`config.mk`:
```
export PLATFORM = sky130hd
export DESIGN_NAME = instr_prefetch_unit
export DESIGN_NICKNAME = d
export VERILOG_FILES = /design/src/rtl/instr_prefetch_unit.sv
export SDC_FILE = /design/constraint.sdc
export NUM_CORES = 1
export LEC_CHECK = 0
export CAP_MARGIN = 10
export CORE_ASPECT_RATIO = 1.75
export CORE_UTILIZATION = 57
export CTS_BUF_LIST = sky130_fd_sc_hd__clkbuf_4 sky130_fd_sc_hd__clkbuf_8 sky130_fd_sc_hd__clkbuf_16
export CTS_CLUSTER_SIZE = 16
export DETAILED_ROUTE_END_ITERATION = 8
export MAX_ROUTING_LAYER = met4
export PLACE_DENSITY = 0.88
export SYNTH_ARGS = -nofsm -noshare
export SYNTH_HDL_FRONTEND = slang
export SYNTH_SLANG_ARGS = --single-unit
```
`constraint.sdc`:
```
create_clock -name clk -period 4.4 [get_ports clk]
set_input_delay 1.32 -clock clk [delete_from_list [all_inputs] [get_ports clk]]
set_output_delay 1.32 -clock clk [all_outputs]
set_load 0.01 [all_outputs]
```
`src/rtl/instr_prefetch_unit.sv`:
```
// Instruction prefetch stage: fetches sequential words from a wait-stated memory
// into a small FIFO and redirects whenever the core PC leaves the sequential stream.
`timescale 1ns/1ps
module instr_prefetch_unit #(
    parameter int          DEPTH    = 4,
    parameter logic [15:0] RESET_PC = 16'h0000
) (
    input  logic        clk,
    input  logic        rst,
    input  logic [15:0] pc_in,
    input  logic        take,
    output logic [15:0] instr_out,
    output logic        instr_valid,
    output logic        stall,
    output logic        mem_req,
    output logic [15:0] mem_addr,
    input  logic        mem_ack,
    input  logic [15:0] mem_rdata
);
    localparam int PTR_W = $clog2(DEPTH);
    localparam int CNT_W = $clog2(DEPTH + 1);
    localparam logic [CNT_W-1:0] FULL = CNT_W'(DEPTH);

    localparam logic [1:0] IDLE  = 2'd0;
    localparam logic [1:0] BUSY  = 2'd1;
    localparam logic [1:0] DRAIN = 2'd2;

    logic [15:0]      buf_addr [DEPTH];
    logic [15:0]      buf_data [DEPTH];
    logic [PTR_W-1:0] head;
    logic [PTR_W-1:0] tail;
    logic [CNT_W-1:0] count;
    logic [1:0]       state;
    logic [15:0]      fetch_addr;

    logic empty;
    logic head_hit;
    logic mismatch;
    logic pop;
    logic push;
    logic issue;

    // fetch_addr stays equal to the outstanding address while BUSY, so it is
    // always the next address the empty buffer expects to see.
    assign empty       = (count == '0);
    assign head_hit    = !empty && (buf_addr[head] == pc_in);
    assign mismatch    = empty ? (fetch_addr != pc_in) : (buf_addr[head] != pc_in);
    assign instr_valid = head_hit;
    assign instr_out   = head_hit ? buf_data[head] : 16'h0000;
    assign stall       = !head_hit;
    assign pop         = head_hit && take;
    assign push        = (state == BUSY) && mem_ack && !mismatch;
    assign issue       = (state == IDLE) && !mismatch && (count < FULL);

    always_ff @(posedge clk or negedge rst) begin
        if (!rst) begin
            head       <= '0;
            tail       <= '0;
            count      <= '0;
            state      <= IDLE;
            fetch_addr <= RESET_PC;
            mem_req    <= 1'b0;
            mem_addr   <= RESET_PC;
        end else if (mismatch) begin
            // Redirect: flush, retarget, and let any in-flight read retire as stale.
            head       <= '0;
            tail       <= '0;
            count      <= '0;
            fetch_addr <= pc_in;
            case (state)
                BUSY: begin
                    if (mem_ack) begin
                        mem_req <= 1'b0;
                        state   <= IDLE;
                    end else begin
                        state   <= DRAIN;
                    end
                end
                DRAIN: begin
                    if (mem_ack) begin
                        mem_req <= 1'b0;
                        state   <= IDLE;
                    end
                end
                default: ;
            endcase
        end else begin
            if (push) tail <= tail + PTR_W'(1);
            if (pop)  head <= head + PTR_W'(1);
            if (push && !pop)
                count <= count + CNT_W'(1);
            else if (pop && !push)
                count <= count - CNT_W'(1);

            case (state)
                IDLE: begin
                    if (issue) begin
                        mem_req  <= 1'b1;
                        mem_addr <= fetch_addr;
                        state    <= BUSY;
                    end
                end
                BUSY: begin
                    if (mem_ack) begin
                        fetch_addr <= mem_addr + 16'd1;
                        mem_req    <= 1'b0;
                        state      <= IDLE;
                    end
                end
                DRAIN: begin
                    if (mem_ack) begin
                        mem_req <= 1'b0;
                        state   <= IDLE;
                    end
                end
                default: state <= IDLE;
            endcase
        end
    end

    // Storage carries no reset; entries are only observed while count covers them.
    always_ff @(posedge clk) begin
        if (push) begin
            buf_addr[tail] <= mem_addr;
            buf_data[tail] <= mem_rdata;
        end
    end

endmodule

```
# Yosys cells after proc, flatten, opt, wreduce, memory -nomap -nowiden
# Memory sizes are Yosys's and may differ from the RTL's.
# Cells that the tools add are included.
# classes
addsub,5
order_cmp,1
eq_ne,8
mux,25
bitwise,1
n_reduce_logical,26
# op_table
op,n
$mux W16,4
$ne A16 B16 Y1,2
$add A16 B1 Y16 const B,1
$eq A16 B16 Y1,1
$mux W2,8
$reduce_bool A2 Y1,5
$mux W3,3
$logic_and A1 B1 Y1,8
$pmux W2 S2,2
$mux W1,7
$reduce_and A3 Y1,2
$logic_not A1 Y1,5
$add A2 B1 Y2 const B,2
$reduce_and A2 Y1,2
$add A3 B1 Y3 const B,1
$logic_not A3 Y1,1
$lt A3 B3 Y1 const B,1
$ne A3 B1 Y1 const B,1
$ne A3 B3 Y1 const B,1
$reduce_bool A3 Y1,1
$sub A3 B1 Y3 const B,1
$eq A2 B1 Y1 const B,1
$eq A2 B2 Y1 const B,1
$logic_not A2 Y1,1
4 further kinds,4
# totals
register_bits,42
ram_bits,128
out_inout_bits,35
n_memories,2
# memory_table
name,depth,word_bits,rd,rd_ports_with_merged_regs,write_ports,line_no,text
buf_addr,4,16,1,0,1,28,logic [15:0] buf_addr [DEPTH];
buf_data,4,16,1,0,1,29,logic [15:0] buf_data [DEPTH];

# Depth between registers and ports, before layout
# Gate-level depths: netlist of run 1.
# An unclocked memory read counts as a cell.
# logic_depth
word_depth,10
mapped_depth,16
mapped_depth_nobuf,13

# Least setup slack after synthesis of run 1
# OpenSTA, ideal clock, no wires.
# synth_timing
path_kind,input to output
from,in pc_in[2]
to,out instr_out[10]
t_arrival_ps,2927
slack_ps,153
path_stages,7
path_buffers,2
cell_sequence,xor2_1 nor4_2 o2111ai_2 or3_1 clkbuf_1 buf_2 nor2b_1
# synth_between
elab_chain_cells,3
# synth_lines
element,line_no,text
from (decl),10,"input logic [15:0] pc_in,"
$eq A16 B16 Y1,46,assign head_hit = !empty && (buf_addr[head] == pc_in);
$logic_and A1 B1 Y1,46,
$mux W16,49,assign instr_out = head_hit ? buf_data[head] : 16'h0000;
to (decl),12,"output logic [15:0] instr_out,"
# Every way passes these cells.

# Worst setup path after layout of run 1
# layout_timing
from,in pc_in[1]
to,out instr_out[12]
# The elaborated chain is that of the path after synthesis.

==> qor.tcl, run 1 <==
set qor(synthDominantCellAreaShare_pct) 50.4
set qor(cts.hold.buffers_added) 0
set qor(track_usage_pct) 28.5
set qor(area.sequential_um2) 4900
set qor(start_kind) {primary input}
set qor(failed_checks) {negative setup slack}
set qor(final_min_period_over_clock_period_pct) 101
set qor(syn-num-nets) 532
set qor(floorplan.rows) 55
set qor(p_sw_share_pct) 21.7
set qor(finalMaxSlewViolations) 0
set qor(globalRouteMet3Util_pct) 5.20
set qor(leakage_nw) 3.62
set qor(synthDistinctLibCells) 50
set qor(fin_worst_skew_ns) 0.00891
set qor(power.share.combinational_pct) 5.0
set qor(detail_route.vias_per_cell) 6.00
set qor(synth.avg_cell_area_um2) 15.7
set qor(cap_viol_max_count) 0
set qor(top_usage_layer) {met2}
set qor(clkTransAtPathRegs_ns) 0.06
set qor(synth_largest_area_cell) {sky130_fd_sc_hd__edfxtp_1}
set qor(die_area_um2) 13900
set qor(yosys.area_share.xor_xnor_pct) 5.51
set qor(fp.dieH_um) 155
set qor(multiInputGateArea_um2) 2630
set qor(final_nets) 651
set qor(groute.layer.met1.usage_pct) 31.9
set qor(finalWorstSetupSlack_ns) -0.0408
set qor(layout.filler_cells) 744
set qor(ys_async_sr_fraction_pct) 24.7
set qor(via_count) 4725
set qor(final_period_minus_worst_setup_slack_ns) 4.44
set qor(worst_slew_margin_rel_pct) 31.5
set qor(mux_share_of_post_synthesis_cell_area_pct) 14.7
set qor(core_region_area_um2) 13000
set qor(area_growth_syn_to_layout_pct) 24.1
set qor(ys_seq_area_share_pct) 64.2
set qor(synth_adder_area_share_pct) 1.74
set qor(worst-path-max-fanout) 5
set qor(routed_wl_mm) 17.6
set qor(cts_tree) {done}
set qor(cts.path.max_buffers) 2
set qor(grt_max_degree) 43
set qor(synthesis.yosys.warnings) 0
set qor(drt-wirelength-per-cell_um) 22.3
set qor(share_of_final_layout_standard_cells_stronger_than_drive_strength_1_pct) 29.5
set qor(cp_data_arrival_time_ns) 3.12
set qor(n_antenna_cell) 0
set qor(initial_core_util_pct) 58.6
set qor(yosys_most_used_dff) {sky130_fd_sc_hd__edfxtp_1}
set qor(worst_ir_drop_vdd_uv) 357
set qor(syn_area_um2) 7630
set qor(tritoncts_num_sinks) 170
set qor(preCtsSetupSlack_ns) -0.809
set qor(via_count_of_the_first_global_routing_pass) 4987
set qor(cts.htree.levels) 4
set qor(grt_met2_usage_pct) 47.6
set qor(post_route_drc_violation_count) 0
set qor(grt_first_pass_wirelength_mm) 27.2
set qor(pwr-share-clk_pct) 43.5
set qor(setup_viol_count_final) 5
set qor(cts_root_buffer) {sky130_fd_sc_hd__clkbuf_16}
set qor(f_max_mhz) 225
set qor(cellPowerDensity_nw_per_um2) 359
set qor(cell_internal_pwr_w) 0.00266
set qor(detail_route.iter0.violations) 502
set qor(least_margin_pin_slew_ns) 1.03
set qor(finalWeightedCongestion) 0.883
set qor(worst_setup_path_end_kind) {primary output}
set qor(run_status) {finished, violations left}
set qor(synth-compound-area-share_pct) 3.87
set qor(syn-instance-count) 486
set qor(synth-simple-area-share_pct) 7.38
set qor(clock_insertion_delay_worst_skew_ns) 0.43
set qor(io_pins) 71
set qor(place.port_buffers) 70
set qor(antenna_found_initial) 0
set qor(fin_hold_ws_ns) 0.522
set qor(timing.final.hold_violations) 0
set qor(leading_cell_types_by_total_area_after_synthesis) {sky130_fd_sc_hd__edfxtp_1, sky130_fd_sc_hd__dfrtp_1, sky130_fd_sc_hd__mux4_2, sky130_fd_sc_hd__xor2_1, sky130_fd_sc_hd__mux2_2}
set qor(holdCritPathClass) {register to register}
set qor(post-dp-hpwl_mm) 10.8
set qor(globalRoute.totalOverflow) 0
set qor(sequentialPowerShare_pct) 51.4
set qor(postSynthRegisterBits) 170
set qor(rsz_0062_raised_after_global_routing) {yes}
set qor(firstDrtPassIters) 5
set qor(die_x_um) 89.4
set qor(path_class) {primary input to primary output}
set qor(synth-edff-count) 128
set qor(combinational_family_with_the_most_area_after_synthesis) {multiplexers}
set qor(power.net_switching_w) 0.000738
set qor(ant_nets) 0
set qor(tritoncts.num_buffers) 17
set qor(cp.required_ns) 3.08
synth_stat cells, types with 2 or more instances:
master / instances
sky130_fd_sc_hd__nor4_1: 2
sky130_fd_sc_hd__inv_1: 16
sky130_fd_sc_hd__and2_1: 9
sky130_fd_sc_hd__clkbuf_1: 11
sky130_fd_sc_hd__nor2b_1: 17
sky130_fd_sc_hd__a21oi_1: 8
sky130_fd_sc_hd__and3_1: 3
sky130_fd_sc_hd__mux2_4: 10
sky130_fd_sc_hd__o211ai_1: 2
sky130_fd_sc_hd__or3_1: 2
sky130_fd_sc_hd__xor2_1: 26
sky130_fd_sc_hd__buf_6: 3
sky130_fd_sc_hd__buf_2: 6
sky130_fd_sc_hd__nor3_1: 4
sky130_fd_sc_hd__nor2_1: 12
sky130_fd_sc_hd__mux4_2: 30
sky130_fd_sc_hd__edfxtp_1: 128
sky130_fd_sc_hd__ha_1: 9
sky130_fd_sc_hd__and4_1: 2
sky130_fd_sc_hd__nand2_1: 33
sky130_fd_sc_hd__mux2_2: 19
sky130_fd_sc_hd__xnor2_1: 22
sky130_fd_sc_hd__buf_1: 2
sky130_fd_sc_hd__o21ai_0: 21
sky130_fd_sc_hd__nand4_1: 5
sky130_fd_sc_hd__dfrtp_1: 42
sky130_fd_sc_hd__mux2i_1: 8
sky130_fd_sc_hd__nand3_1: 12
critical path, cell delays in order:
cell and delay [ns]:
sky130_fd_sc_hd__clkdlybuf4s50_1 0.55, sky130_fd_sc_hd__a21oi_1 0.22, sky130_fd_sc_hd__nand4_1 0.11, sky130_fd_sc_hd__buf_4 0.18, sky130_fd_sc_hd__or3_4 0.44, sky130_fd_sc_hd__nor2b_1 0.15, sky130_fd_sc_hd__buf_2 0.14
metal layers:
layer  vias up  wire length, µm
li1       2060                -
met1      2364             6060
met2       234             9670
met3        67              904
met4         0              928
met5         -                0
placed cells by master (no fill, tap or decap), types with 3 or more instances in the layout:
cell                              synthesis  routed
sky130_fd_sc_hd__clkbuf_16                0      17
sky130_fd_sc_hd__nand3_1                 12      12
sky130_fd_sc_hd__nor2b_1                 17      14
sky130_fd_sc_hd__inv_6                    0       5
sky130_fd_sc_hd__edfxtp_1               128     128
sky130_fd_sc_hd__xor2_1                  26      24
sky130_fd_sc_hd__nor2b_2                  0       3
sky130_fd_sc_hd__dfrtp_1                 42      41
sky130_fd_sc_hd__clkdlybuf4s50_1          0      40
sky130_fd_sc_hd__and3_1                   3       3
sky130_fd_sc_hd__mux4_2                  30      30
sky130_fd_sc_hd__dlygate4sd2_1            0       8
sky130_fd_sc_hd__ha_1                     9       9
sky130_fd_sc_hd__and2_1                   9       9
sky130_fd_sc_hd__nor2_1                  12      12
sky130_fd_sc_hd__mux2i_1                  8       8
sky130_fd_sc_hd__o21ai_0                 21      21
sky130_fd_sc_hd__or3_4                    0       4
sky130_fd_sc_hd__nand2_1                 33      33
sky130_fd_sc_hd__xnor2_1                 22      21
sky130_fd_sc_hd__a21oi_1                  8       8
sky130_fd_sc_hd__buf_2                    6      18
sky130_fd_sc_hd__nand4_1                  5       5
sky130_fd_sc_hd__inv_1                   16      14
sky130_fd_sc_hd__clkinv_2                 0       3
sky130_fd_sc_hd__mux2_4                  10      10
sky130_fd_sc_hd__buf_12                   1       6
sky130_fd_sc_hd__buf_4                    1      41
sky130_fd_sc_hd__mux2_2                  19      19
sky130_fd_sc_hd__buf_6                    3       3
flip-flops by register name (all words and copies together), names as in the netlist:
name and flops:
state 2, fetch_addr 16, mem_req 1, mem_addr 16, count 3, head 2
buf_data 64, buf_addr 64, tail 2
power by group through the flow:
stage / clock, W / combinational [W] / sequential, W
2_1_floorplan: 0 / 0.0000792 / 0.00177
3_3_place_gp: 0 / 0.000156 / 0.00178
3_5_place_dp: 0 / 0.000165 / 0.00178
4_1_cts: 0.00150 / 0.000167 / 0.00174
5_1_grt: 0.00157 / 0.000186 / 0.00175
6_report: 0.00148 / 0.000171 / 0.00174
final timing paths:
path | startpoint | slack [ns] | cells past startpoint | to
setup / recovery | pc_in[1] | -0.04 | 7 | instr_out[12]
setup reg to reg | head[0]$_DFFE_PN0P_ | 0.48 | 15 | buf_data[0][15]$_DFFE_PP_
min in group asynchronous | rst | 1.08 | 1 | mem_req$_DFFE_PN0P_
hold / removal | mem_req$_DFFE_PN0P_ | 0.52 | 1 | mem_req$_DFFE_PN0P_
hold reg to reg | mem_req$_DFFE_PN0P_ | 0.52 | 1 | mem_req$_DFFE_PN0P_
max in group asynchronous | rst | 2.63 | 1 | head[0]$_DFFE_PN0P_
timing repair:
action / 4_1_cts / 5_1_grt
gates cloned: 3 / 0
gates resized for setup: 96 / 11
pin swaps: 11 / 6
setup endpoints to repair: 18 / 18
buffers inserted: 8 / 1
layout make-up:
class	count	area share (%)
clock buffer	17	4.50
sequential	170	51.8
tap	171	2.26
timing repair buffer	121	11.3
clock inverter	14	1.67
multi-input combinational	279	27.8
inverter	16	0.635
cell families (layout without fill, tap and decap cells):
kind of cell               Yosys count  in the layout
adders and majority gates           10             10
xor gates and xnor gates            48             48
and+or+nand+nor                    106            109
AOI/OAI and AO/OA                   45             45
muxes                               67             67
buffers and inverters               40            168
DFF                                170            170
stage by stage:
step           util (%)  cell area (µm²)  setup TNS, ns  instances  power, W
2_1_floorplan         -             7630              0        486   0.00185
3_3_place_gp       67.8             8810         -12.60        747   0.00193
3_5_place_dp       67.8             8810         -13.75        747   0.00194
4_1_cts            72.5             9420         -0.146        787   0.00341
5_1_grt            72.7             9460          -1.09        788   0.00350
6_report           72.7             9460         -0.133        788   0.00339
Note: power is estimated with default switching activity, not from simulation.
==> inputs of run 2 (changes only) <==
--- a/config.mk
+++ b/config.mk
@@ -9,7 +9,6 @@
 export CORE_ASPECT_RATIO = 1.75
 export CORE_UTILIZATION = 57
 export CTS_BUF_LIST = sky130_fd_sc_hd__clkbuf_4 sky130_fd_sc_hd__clkbuf_8 sky130_fd_sc_hd__clkbuf_16
-export CTS_CLUSTER_SIZE = 16
 export DETAILED_ROUTE_END_ITERATION = 8
 export MAX_ROUTING_LAYER = met4
 export PLACE_DENSITY = 0.88
==> results of run 2 <==
No change in the layout: final DEF, timing and power equal those of run 1.
